===== config.mk =====
export PLATFORM = sky130hd
export DESIGN_NAME = dma_write_stream
export DESIGN_NICKNAME = d
export VERILOG_FILES = /design/src/rtl/dma_pkg.sv /design/src/rtl/sync_fifo.sv /design/src/rtl/dma_write_stream.sv
export SDC_FILE = /design/constraint.sdc
export NUM_CORES = 1
export LEC_CHECK = 0
export ABC_AREA = 1
export CAP_MARGIN = 10
export CORE_MARGIN = 2
export CORE_UTILIZATION = 25
export DETAILED_ROUTE_END_ITERATION = 8
export PLACE_DENSITY = 0.5
export SKIP_CTS_REPAIR_TIMING = 1
export SYNTH_ARGS = -nofsm -noshare
export SYNTH_HDL_FRONTEND = slang
export SYNTH_SLANG_ARGS = --single-unit

===== constraint.sdc =====
create_clock -name clk -period 4 [get_ports clk]
set_clock_uncertainty 0.15 [all_clocks]
set_input_delay 0.4 -clock clk [delete_from_list [all_inputs] [get_ports clk]]
set_output_delay 0.4 -clock clk [all_outputs]
set_load 0.005 [all_outputs]

===== src/rtl/dma_pkg.sv =====
// Shared types and constants for the AXI4 write-DMA engine.
package dma_pkg;

    typedef enum logic [1:0] {
        RespOkay   = 2'b00,
        RespExokay = 2'b01,
        RespSlverr = 2'b10,
        RespDecerr = 2'b11
    } axi_resp_e;

    typedef enum logic [2:0] {
        StIdle,
        StCalc,
        StAw,
        StW,
        StB,
        StDone
    } wr_state_e;

    localparam logic [1:0]  BURST_INCR  = 2'b01;
    localparam int unsigned BOUNDARY_4K = 4096;

    // AWSIZE encoding for a beat of the given byte count (log2 of bytes).
    function automatic logic [2:0] axi_size(input int unsigned bytes);
        logic [2:0] code;
        code = '0;
        for (int i = 0; i < 8; i++) begin
            if (bytes == (32'd1 << i)) begin
                code = 3'(i);
            end
        end
        return code;
    endfunction

endpackage


===== src/rtl/sync_fifo.sv =====
// Single-clock FIFO with registered pointers; contents are flushed by reset.
module sync_fifo #(
    parameter int unsigned WIDTH = 64,
    parameter int unsigned DEPTH = 16
) (
    input  logic             clk,
    input  logic             rstn,
    input  logic             push_i,
    input  logic [WIDTH-1:0] data_i,
    input  logic             pop_i,
    output logic             full_o,
    output logic             empty_o,
    output logic [WIDTH-1:0] head_o
);

    localparam int unsigned PtrW = $clog2(DEPTH);

    logic [WIDTH-1:0] mem_q [DEPTH];
    logic [PtrW-1:0]  wptr_q, rptr_q;
    logic [PtrW:0]    count_q;
    logic             do_push, do_pop;

    assign full_o  = (count_q == (PtrW + 1)'(DEPTH));
    assign empty_o = (count_q == '0);
    assign head_o  = mem_q[rptr_q];
    assign do_push = push_i && !full_o;
    assign do_pop  = pop_i && !empty_o;

    // Pointer and occupancy tracking; reset empties the FIFO.
    always_ff @(posedge clk or negedge rstn) begin
        if (!rstn) begin
            wptr_q  <= '0;
            rptr_q  <= '0;
            count_q <= '0;
        end else begin
            if (do_push) wptr_q <= wptr_q + PtrW'(1);
            if (do_pop)  rptr_q <= rptr_q + PtrW'(1);
            case ({do_push, do_pop})
                2'b10:   count_q <= count_q + (PtrW + 1)'(1);
                2'b01:   count_q <= count_q - (PtrW + 1)'(1);
                default: count_q <= count_q;
            endcase
        end
    end

    // Storage array; no reset needed since occupancy gates every read.
    always_ff @(posedge clk) begin
        if (do_push) mem_q[wptr_q] <= data_i;
    end

endmodule


===== src/rtl/dma_write_stream.sv =====
// AXI4 write-DMA master: drains the input stream FIFO to memory as INCR bursts,
// splitting at 4 KB boundaries, one burst outstanding at a time.
module dma_write_stream
    import dma_pkg::*;
#(
    parameter int unsigned AXI_WIDTH_AD = 32,
    parameter int unsigned AXI_WIDTH_DA = 64,
    parameter int unsigned AXI_WIDTH_ID = 4,
    parameter int unsigned MAX_BURST    = 256,
    parameter int unsigned NUM_BITS     = 16,
    parameter int unsigned FIFO_DEPTH   = 16
) (
    input  logic                      clk,
    input  logic                      rstn,
    input  logic                      start_i,
    input  logic [NUM_BITS-1:0]       num_beats_i,
    input  logic [AXI_WIDTH_AD-1:0]   start_addr_i,
    input  logic [AXI_WIDTH_DA-1:0]   s_data_i,
    input  logic                      s_valid_i,
    output logic                      s_ready_o,
    output logic                      busy_o,
    output logic                      done_o,
    output logic                      err_o,
    output logic                      m_axi_awvalid_o,
    input  logic                      m_axi_awready_i,
    output logic [AXI_WIDTH_AD-1:0]   m_axi_awaddr_o,
    output logic [7:0]                m_axi_awlen_o,
    output logic [2:0]                m_axi_awsize_o,
    output logic [1:0]                m_axi_awburst_o,
    output logic [AXI_WIDTH_ID-1:0]   m_axi_awid_o,
    output logic                      m_axi_wvalid_o,
    input  logic                      m_axi_wready_i,
    output logic [AXI_WIDTH_DA-1:0]   m_axi_wdata_o,
    output logic [AXI_WIDTH_DA/8-1:0] m_axi_wstrb_o,
    output logic                      m_axi_wlast_o,
    input  logic                      m_axi_bvalid_i,
    input  logic [1:0]                m_axi_bresp_i,
    input  logic [AXI_WIDTH_ID-1:0]   m_axi_bid_i,
    output logic                      m_axi_bready_o
);

    localparam int unsigned BPB     = AXI_WIDTH_DA / 8;
    localparam int unsigned SizeLog = $clog2(BPB);
    localparam int unsigned LenW    = 9;  // holds 1..256
    localparam logic [2:0]  AwSize  = axi_size(BPB);

    wr_state_e               state_q, state_d;
    logic [AXI_WIDTH_AD-1:0] addr_q, addr_d;
    logic [NUM_BITS-1:0]     rem_q, rem_d;
    logic [LenW-1:0]         len_q, len_d;
    logic [LenW-1:0]         beat_q, beat_d;
    logic                    err_q, err_d;
    logic                    ready_q;

    logic                    fifo_full, fifo_empty, fifo_push, fifo_pop;
    logic [AXI_WIDTH_DA-1:0] fifo_head;
    logic [12:0]             room_4k;
    logic                    w_last;
    logic                    unused_bid;

    assign unused_bid = ^m_axi_bid_i;

    // Ready is held low until the first clock after reset release.
    assign s_ready_o = ready_q && !fifo_full;
    assign fifo_push = s_valid_i && s_ready_o;
    assign fifo_pop  = m_axi_wvalid_o && m_axi_wready_i;

    sync_fifo #(
        .WIDTH(AXI_WIDTH_DA),
        .DEPTH(FIFO_DEPTH)
    ) u_fifo (
        .clk    (clk),
        .rstn   (rstn),
        .push_i (fifo_push),
        .data_i (s_data_i),
        .pop_i  (fifo_pop),
        .full_o (fifo_full),
        .empty_o(fifo_empty),
        .head_o (fifo_head)
    );

    // Beats left before the next 4 KB page; 13 bits so a page-aligned address yields 4096/BPB.
    assign room_4k = (13'(BOUNDARY_4K) - {1'b0, addr_q[11:0]}) >> SizeLog;
    assign w_last  = (beat_q == (len_q - LenW'(1)));

    assign m_axi_awaddr_o  = addr_q;
    assign m_axi_awlen_o   = 8'(len_q - LenW'(1));
    assign m_axi_awsize_o  = m_axi_awvalid_o ? AwSize : 3'b000;
    assign m_axi_awburst_o = m_axi_awvalid_o ? BURST_INCR : 2'b00;
    assign m_axi_awid_o    = '0;
    assign m_axi_wdata_o   = m_axi_wvalid_o ? fifo_head : '0;
    assign m_axi_wstrb_o   = {BPB{m_axi_wvalid_o}};
    assign m_axi_wlast_o   = m_axi_wvalid_o && w_last;
    assign err_o           = err_q;

    // Stream ready enable, set once reset has been released.
    always_ff @(posedge clk or negedge rstn) begin
        if (!rstn) ready_q <= 1'b0;
        else       ready_q <= 1'b1;
    end

    // Job state registers.
    always_ff @(posedge clk or negedge rstn) begin
        if (!rstn) begin
            state_q <= StIdle;
            addr_q  <= '0;
            rem_q   <= '0;
            len_q   <= '0;
            beat_q  <= '0;
            err_q   <= 1'b0;
        end else begin
            state_q <= state_d;
            addr_q  <= addr_d;
            rem_q   <= rem_d;
            len_q   <= len_d;
            beat_q  <= beat_d;
            err_q   <= err_d;
        end
    end

    // Burst sequencing: next state, register updates and AXI handshake outputs.
    always_comb begin
        state_d         = state_q;
        addr_d          = addr_q;
        rem_d           = rem_q;
        len_d           = len_q;
        beat_d          = beat_q;
        err_d           = err_q;
        m_axi_awvalid_o = 1'b0;
        m_axi_wvalid_o  = 1'b0;
        m_axi_bready_o  = 1'b0;
        busy_o          = 1'b1;
        done_o          = 1'b0;
        unique case (state_q)
            StIdle: begin
                busy_o = 1'b0;
                if (start_i) begin
                    addr_d = start_addr_i & ~AXI_WIDTH_AD'(BPB - 1);
                    rem_d  = num_beats_i;
                    err_d  = 1'b0;
                    state_d = StCalc;
                end
            end
            StCalc: begin
                beat_d = '0;
                if (rem_q == '0) begin
                    state_d = StDone;
                end else begin
                    // len = min(MAX_BURST, remaining, room_4k)
                    if (32'(rem_q) <= 32'(room_4k) && 32'(rem_q) <= 32'(MAX_BURST)) begin
                        len_d = LenW'(rem_q);
                    end else if (32'(room_4k) <= 32'(MAX_BURST)) begin
                        len_d = LenW'(room_4k);
                    end else begin
                        len_d = LenW'(MAX_BURST);
                    end
                    state_d = StAw;
                end
            end
            StAw: begin
                m_axi_awvalid_o = 1'b1;
                if (m_axi_awready_i) state_d = StW;
            end
            StW: begin
                m_axi_wvalid_o = !fifo_empty;
                if (!fifo_empty && m_axi_wready_i) begin
                    beat_d = beat_q + LenW'(1);
                    if (w_last) state_d = StB;
                end
            end
            StB: begin
                m_axi_bready_o = 1'b1;
                if (m_axi_bvalid_i) begin
                    addr_d = addr_q + (AXI_WIDTH_AD'(len_q) << SizeLog);
                    rem_d  = rem_q - NUM_BITS'(len_q);
                    if (axi_resp_e'(m_axi_bresp_i) != RespOkay) err_d = 1'b1;
                    state_d = StCalc;
                end
            end
            StDone: begin
                done_o  = 1'b1;
                state_d = StIdle;
            end
            default: state_d = StIdle;
        endcase
    end

endmodule

## Word level (Yosys, flattened, before mapping)

Memories as Yosys holds them, arrays and structs flattened.
Index checks and enable logic that the tools add are counted.

- Flip-flop bits (word level): 84
- RAM bits: 1,024
- Input bits: 125
- Output and inout port bits: 129
- Logic and storage cells: 93
- Memories: 1

Memory list:

| memory | depth | bits a word | rd ports | clocked after Yosys merged registers in | write ports | RTL line | source |
|---|---|---|---|---|---|---|---|
| u_fifo.mem_q | 16 | 64 | 1 | 0 | 1 | sync_fifo.sv:18 | `logic [WIDTH-1:0] mem_q [DEPTH];` |

- $add $sub $neg: 9
- Order comparisons: 3
- Equal/unequal tests: 15
- Mux-type cells: 32
- Bitwise gates (word level): 1
- Reductions and logical operators: 22

Operators by type and width:

| operator | count |
|---|---|
| 2-to-1 mux 32 bit | 2 |
| 2-to-1 mux 64 bit | 1 |
| case mux 32 bit (2 select lines) | 1 |
| adder 32 x 12 -> 32 bit | 1 |
| 2-to-1 mux 16 bit | 2 |
| case mux 16 bit (2 select lines) | 1 |
| 2-to-1 mux 9 bit | 3 |
| 2-to-1 mux 3 bit | 6 |
| case mux 9 bit (2 select lines) | 1 |
| <= comparator 16 x 10 -> 1 bit | 1 |
| <= comparator 16 x 9 -> 1 bit (second input constant) | 1 |
| logical NOT 16 bit | 1 |
| subtractor 16 x 9 -> 16 bit | 1 |
| case mux 3 bit (5 select lines) | 1 |
| subtractor 13 x 12 -> 13 bit (first input constant) | 1 |
| inequality test 2 bit (second input constant) | 6 |
| 2-to-1 mux 1 bit | 11 |
| <= comparator 10 x 9 -> 1 bit (second input constant) | 1 |
| case mux 5 bit (2 select lines) | 1 |
| adder 9 x 1 -> 9 bit (second input constant) | 1 |
| == test 9 bit | 1 |
| subtractor 9 x 1 -> 9 bit (second input constant) | 1 |
| adder 4 x 1 -> 4 bit (second input constant) | 2 |
| logical AND 1 bit | 8 |
| other kinds (19) | 26 |

## Logic depth before layout (Yosys ltp)

- Depth in word-level cells: 7
- Mapped depth: 20
- Depth with buffers taken out: 20

## Modules after synthesis

A second synthesis with hierarchy kept.

- Cells, all modules: 5,112
- Area total of the unflattened synthesis: 49,971.7 um2

Modules (own cells, without submodules):

| module | times used | cells an instance | area an instance (um2) | seq. area each (um2) |
|---|---|---|---|---|
| sync_fifo | 1 | 4,101 | 43,629.3 | 31,074.8 |
| dma_write_stream | 1 | 1,011 | 6,342.3 | 1,701.6 |

## Worst setup path after synthesis

No wires, ideal clock.

- Path kind: reg-to-reg
- Start: register u_fifo.count_q[0]
- End: memory u_fifo.mem_q[11][0] (enable)
- Setup time: 486 ps
- Data arrival time: 3,650 ps
- Required time: 3,364 ps
- Path slack: -286 ps
- Stages on the path, launching flop included: 9
- Path buffers: 0
- Clock period less this slack: 4,286 ps
- Path through: dfrtp_1 -> nor4_1 -> nand2_1 -> nand2_1 -> inv_1 -> nand2_1 -> nor2_1 -> inv_1 -> nor2_1

- Longest elaborated chain between the ends: 7

RTL lines:

| item | RTL line | source |
|---|---|---|
| start: declaration | sync_fifo.sv:20 | `logic [PtrW:0] count_q;` |
| start signal: assignment | sync_fifo.sv:39 | `2'b10: count_q <= count_q + (PtrW + 1)'(1);` |
| start signal: assignment | sync_fifo.sv:40 | `2'b01: count_q <= count_q - (PtrW + 1)'(1);` |
| start signal: assignment | sync_fifo.sv:41 | `default: count_q <= count_q;` |
| == test 5 bit | sync_fifo.sv:23 | `assign full_o = (count_q == (PtrW + 1)'(DEPTH));` |
| logical NOT 1 bit | dma_write_stream.sv:64 | `assign s_ready_o = ready_q && !fifo_full;` |
| logical AND 1 bit | dma_write_stream.sv:64 |  |
| named net s_ready_o | dma_write_stream.sv:20 | `output logic s_ready_o,` |
| logical AND 1 bit | dma_write_stream.sv:65 | `assign fifo_push = s_valid_i && s_ready_o;` |
| logical AND 1 bit | sync_fifo.sv:26 | `assign do_push = push_i && !full_o;` |
| 2-to-1 mux 1 bit | sync_fifo.sv:48 | `if (do_push) mem_q[wptr_q] <= data_i;` |
| 2-to-1 mux 1 bit (implied by the code) | sync_fifo.sv:48 |  |
| end: declaration | sync_fifo.sv:18 |  |

The timed path passes the listed nets, and every way through them passes these cells.

## Worst setup path in the final report

- Start: register u_fifo.rptr_q[0]
- End: output m_axi_wdata_o[43]

- Longest elaborated chain between the ends: 2

RTL lines:

| item | RTL line | source |
|---|---|---|
| start: declaration | sync_fifo.sv:19 | `logic [PtrW-1:0] wptr_q, rptr_q;` |
| start signal: assignment | sync_fifo.sv:37 | `if (do_pop) rptr_q <= rptr_q + PtrW'(1);` |
| memory (16 x 64 bit) | n/a |  |
| 2-to-1 mux 64 bit | dma_write_stream.sv:91 | `assign m_axi_wdata_o = m_axi_wvalid_o ? fifo_head : '0;` |
| end: declaration | dma_write_stream.sv:33 | `output logic [AXI_WIDTH_DA-1:0] m_axi_wdata_o,` |

Every way passes these cells.

==> run metrics <==
Via-to-Cell Ratio 4.771; Final period util 95.64%; flops & latches, synth 1105; worst r2r src u_fifo.count_q[1]$_DFFE_PN0P_; fin nets 4181; I/O Pins 254; peak supply drop 0.4426 mV; CP endpoint kind primary output; relative slew slack 37.52%; total wire length 142500 um; CTS tree yes; Syn. warnings 0; Worst-Margin Slew 0.9373 ns; TritonCTS buffer count 130; Slowest-stage cell, CP clkdlybuf4s50_1; RSZ-0062 raised after global routing true; Tot Pwr 40.82 mW; clock slew seen by the registers of the worst setup and hold paths 0.05 ns; outcome completed; mux share of post-synthesis cell area 0%; Setup CP Type reg -> out; internal power 25.46 mW; Psw 15.36 mW; GRT overflow 0; # port buffers 237; clock root buffer clkbuf_16; r2r worst-path depth 15; drt first-iter violations 2476; TritonRoute pass-1 iters 5; number of global-route vias before repair 30524; combinational share of power 36.5%; Net Sw Frac 37.63%; H-tree depth 4; GRT Total Usage 14.42%; power density cells 719.5 nW/um^2; slowest stage delay, CP 0.58 ns; die area 188200 sq um; R2R Path End u_fifo.count_q[4]$_DFFE_PN0P_; Reg power frac 35.2%; gpl congestion 0.8625; Slew Viols, Final 0; worst hold slack 0.1168 ns; Crit Path Max Fanout 41; startpoint types register; CP arrival 3.28 ns; Initial Utilization 25.20%; Min Clock Period, post-route 3.826 ns; Residual DRC 0; layout cells sized above 1 8.503%; Antenna Violating Nets Remaining 0; die extent in y 433.8 um; largest family of logic cells by synthesized area compound AO/OA/AOI/OAI gates; Vias 31401; core area 183300 sq um; CTS sink count 1105; average size of a mapped cell 12.24 sq um; Seq/Total Area, Yosys 70.98%; clock power share 28.4%; FMAX 0.2614 GHz; worst path cell trace buf_16 > clkinv_16 > buf_12 > o21ai_0 > o221ai_1 > o211ai_1 > a21oi_1 > clkdlybuf4s50_1; max_cap viols 0; die width 433.8 um; Hold WC Path Type in -> reg; row cnt 157; reg-to-reg slack, setup 0.54 ns; Fillers 18387; critical path startpoint u_fifo.rptr_q[0]$_DFFE_PN0P_; initial antenna violation count 16; Setup Viol. Count Final 0; most frequent cells in the layout 1024 x edfxtp_1, 646 x nor2_1, 576 x o21ai_0; Placed Cells incl. Taps 6322; Post-Synth XOR/XNOR Area 0.5500%; Post-Syn Instances 3774; post-route insts no fill 6581; Worst Path Required 3.45 ns; worst skew pair latency 0.75 ns; Cell variety after synth 40; compound-cell area share of the yosys netlist 13.70%; DP Area 51990 sq um; Area Overhead vs Synth 22.84%; Adder-Cell Fraction of Synth Area 1.241%; CTS max path bufs 3; post-detailed-route wirelength per cell 21.66 um; Synth Area in Simple Gates 9.960%; hpwl dp 72680 um; total negative slack 0 ns; Mapped Area 46180 sq um; Final Hold Fails 0; maximum number of pins on one net before global-route repair 127; final instance area 56730 sq um; static leakage 18.51 nW; global-route wire length before repair 202200 um; Setup crit end m_axi_wdata_o[43]; most common cell after layout, fill and taps aside edfxtp_1
==> synthesized netlist by cell type, drive strengths merged <==
cell type | n | area [sq um]
edfxtp | 1024 | 30750
nor2 | 666 | 2512
o21ai | 590 | 2953
nand2 | 273 | 1027
clkbuf | 189 | 709.4
o221ai | 177 | 1550
nand3 | 142 | 710.7
inv | 135 | 506.7
a21oi | 102 | 510.5
o22ai | 94 | 588.1
o211ai | 86 | 645.6
dfrtp | 81 | 2027
buf | 71 | 419.2
ha | 41 | 513.0
xor2 | 23 | 201.4
nor3 | 21 | 115.1
nand4 | 18 | 112.6
nand3b | 7 | 52.55
or2 | 6 | 37.54
xnor2 | 6 | 52.55
nor4 | 5 | 31.28
fa | 3 | 60.06
o21bai | 3 | 22.52
a211oi | 2 | 15.01
a21o | 2 | 15.01
a31oi | 2 | 12.51
conb | 2 | 7.510
a32oi | 1 | 8.760
clkinv | 1 | 5.000
o21a | 1 | 7.510
==> how the worst min path moves through the flow <==
stage / from / to / slack [ns] / cells past startpoint
4_1_cts: rstn / len_q[2]$_DFFE_PN0P_ / -0.39 / 1
6_report: start_addr_i[3] / m_axi_awaddr_o[3]$_DFFE_PN0P_ / 0.12 / 3
5_1_grt: start_addr_i[3] / m_axi_awaddr_o[3]$_DFFE_PN0P_ / 0.09 / 3
2_1_floorplan: rstn / beat_q[0]$_DFFE_PN0P_ / -0.05 / 0
3_5_place_dp: u_fifo.count_q[4]$_DFFE_PN0P_ / u_fifo.count_q[4]$_DFFE_PN0P_ / 0.34 / 1
3_3_place_gp: u_fifo.count_q[4]$_DFFE_PN0P_ / u_fifo.count_q[4]$_DFFE_PN0P_ / 0.34 / 1
==> critical path, delay by kind of cell, from the launching register on <==
family	cells	cell delay, ns
buf+inv	4	1.17
compound gates	4	0.76
flops	1	0.52
==> per-stage QoR <==
stage          worst slack [ns]  utilization [%]
6_report                 0.1744            30.95
3_3_place_gp             0.4951            28.37
5_1_grt                -0.03765            30.95
4_1_cts                 -0.3316            30.67
2_1_floorplan           -0.2865                -
3_5_place_dp             0.4932            28.37
==> layer usage <==
metal / vias up / part of all wire [%] / GRT usage, %
met5: - / 0.071 / 0
met4: 18 / 1.9 / 3.616
met3: 185 / 5.5 / 2.767
met2: 888 / 48 / 24.41
met1: 15834 / 44 / 18.87
li1: 14476 / - / -
==> power by group through the flow <==
stage / Clock, mW / Combinational (mW) / Sequential [mW]
3_5_place_dp: 0 / 14.2 / 14.6
3_3_place_gp: 0 / 14.1 / 14.6
4_1_cts: 11.9 / 14.2 / 14.4
5_1_grt: 12.3 / 16.5 / 14.4
6_report: 11.6 / 14.9 / 14.4
2_1_floorplan: 0 / 8.85 / 14.3
==> logic make-up (layout without fill, tap and decap cells) <==
group / after synthesis / count (layout)
buf+inv: 396 / 730
xor+xnor: 29 / 29
flops: 1105 / 1105
fa+ha+maj: 44 / 44
compound gates: 1060 / 1060
simple gates: 1138 / 1138
other cells: 2 / 11
==> area by class of cell <==
class | instances | area (sq um) | share of cell area (%)
multi-input combinational | 2281 | 11980 | 21.11
antenna | 1 | 2.502 | 0.004411
sequential | 1105 | 32790 | 57.80
timing repair inverter | 3 | 33.78 | 0.05955
clock buffer | 173 | 3508 | 6.185
timing repair buffer | 355 | 4048 | 7.135
tap | 2464 | 3083 | 5.435
inverter | 136 | 571.8 | 1.008
clock inverter | 63 | 711.9 | 1.255
==> registers in the layout (all words and copies together) (netlist names) <==
| signal | cells |
|---|---|
| state_q | 3 |
| err_o | 1 |
| rem_q | 16 |
| u_fifo.mem_q | 1024 |
| len_q | 9 |
| u_fifo.count_q | 5 |
| u_fifo.rptr_q | 4 |
| m_axi_awaddr_o | 29 |
| ready_q | 1 |
| beat_q | 9 |
| u_fifo.wptr_q | 4 |
Note: power is estimated with default switching activity, not from simulation.
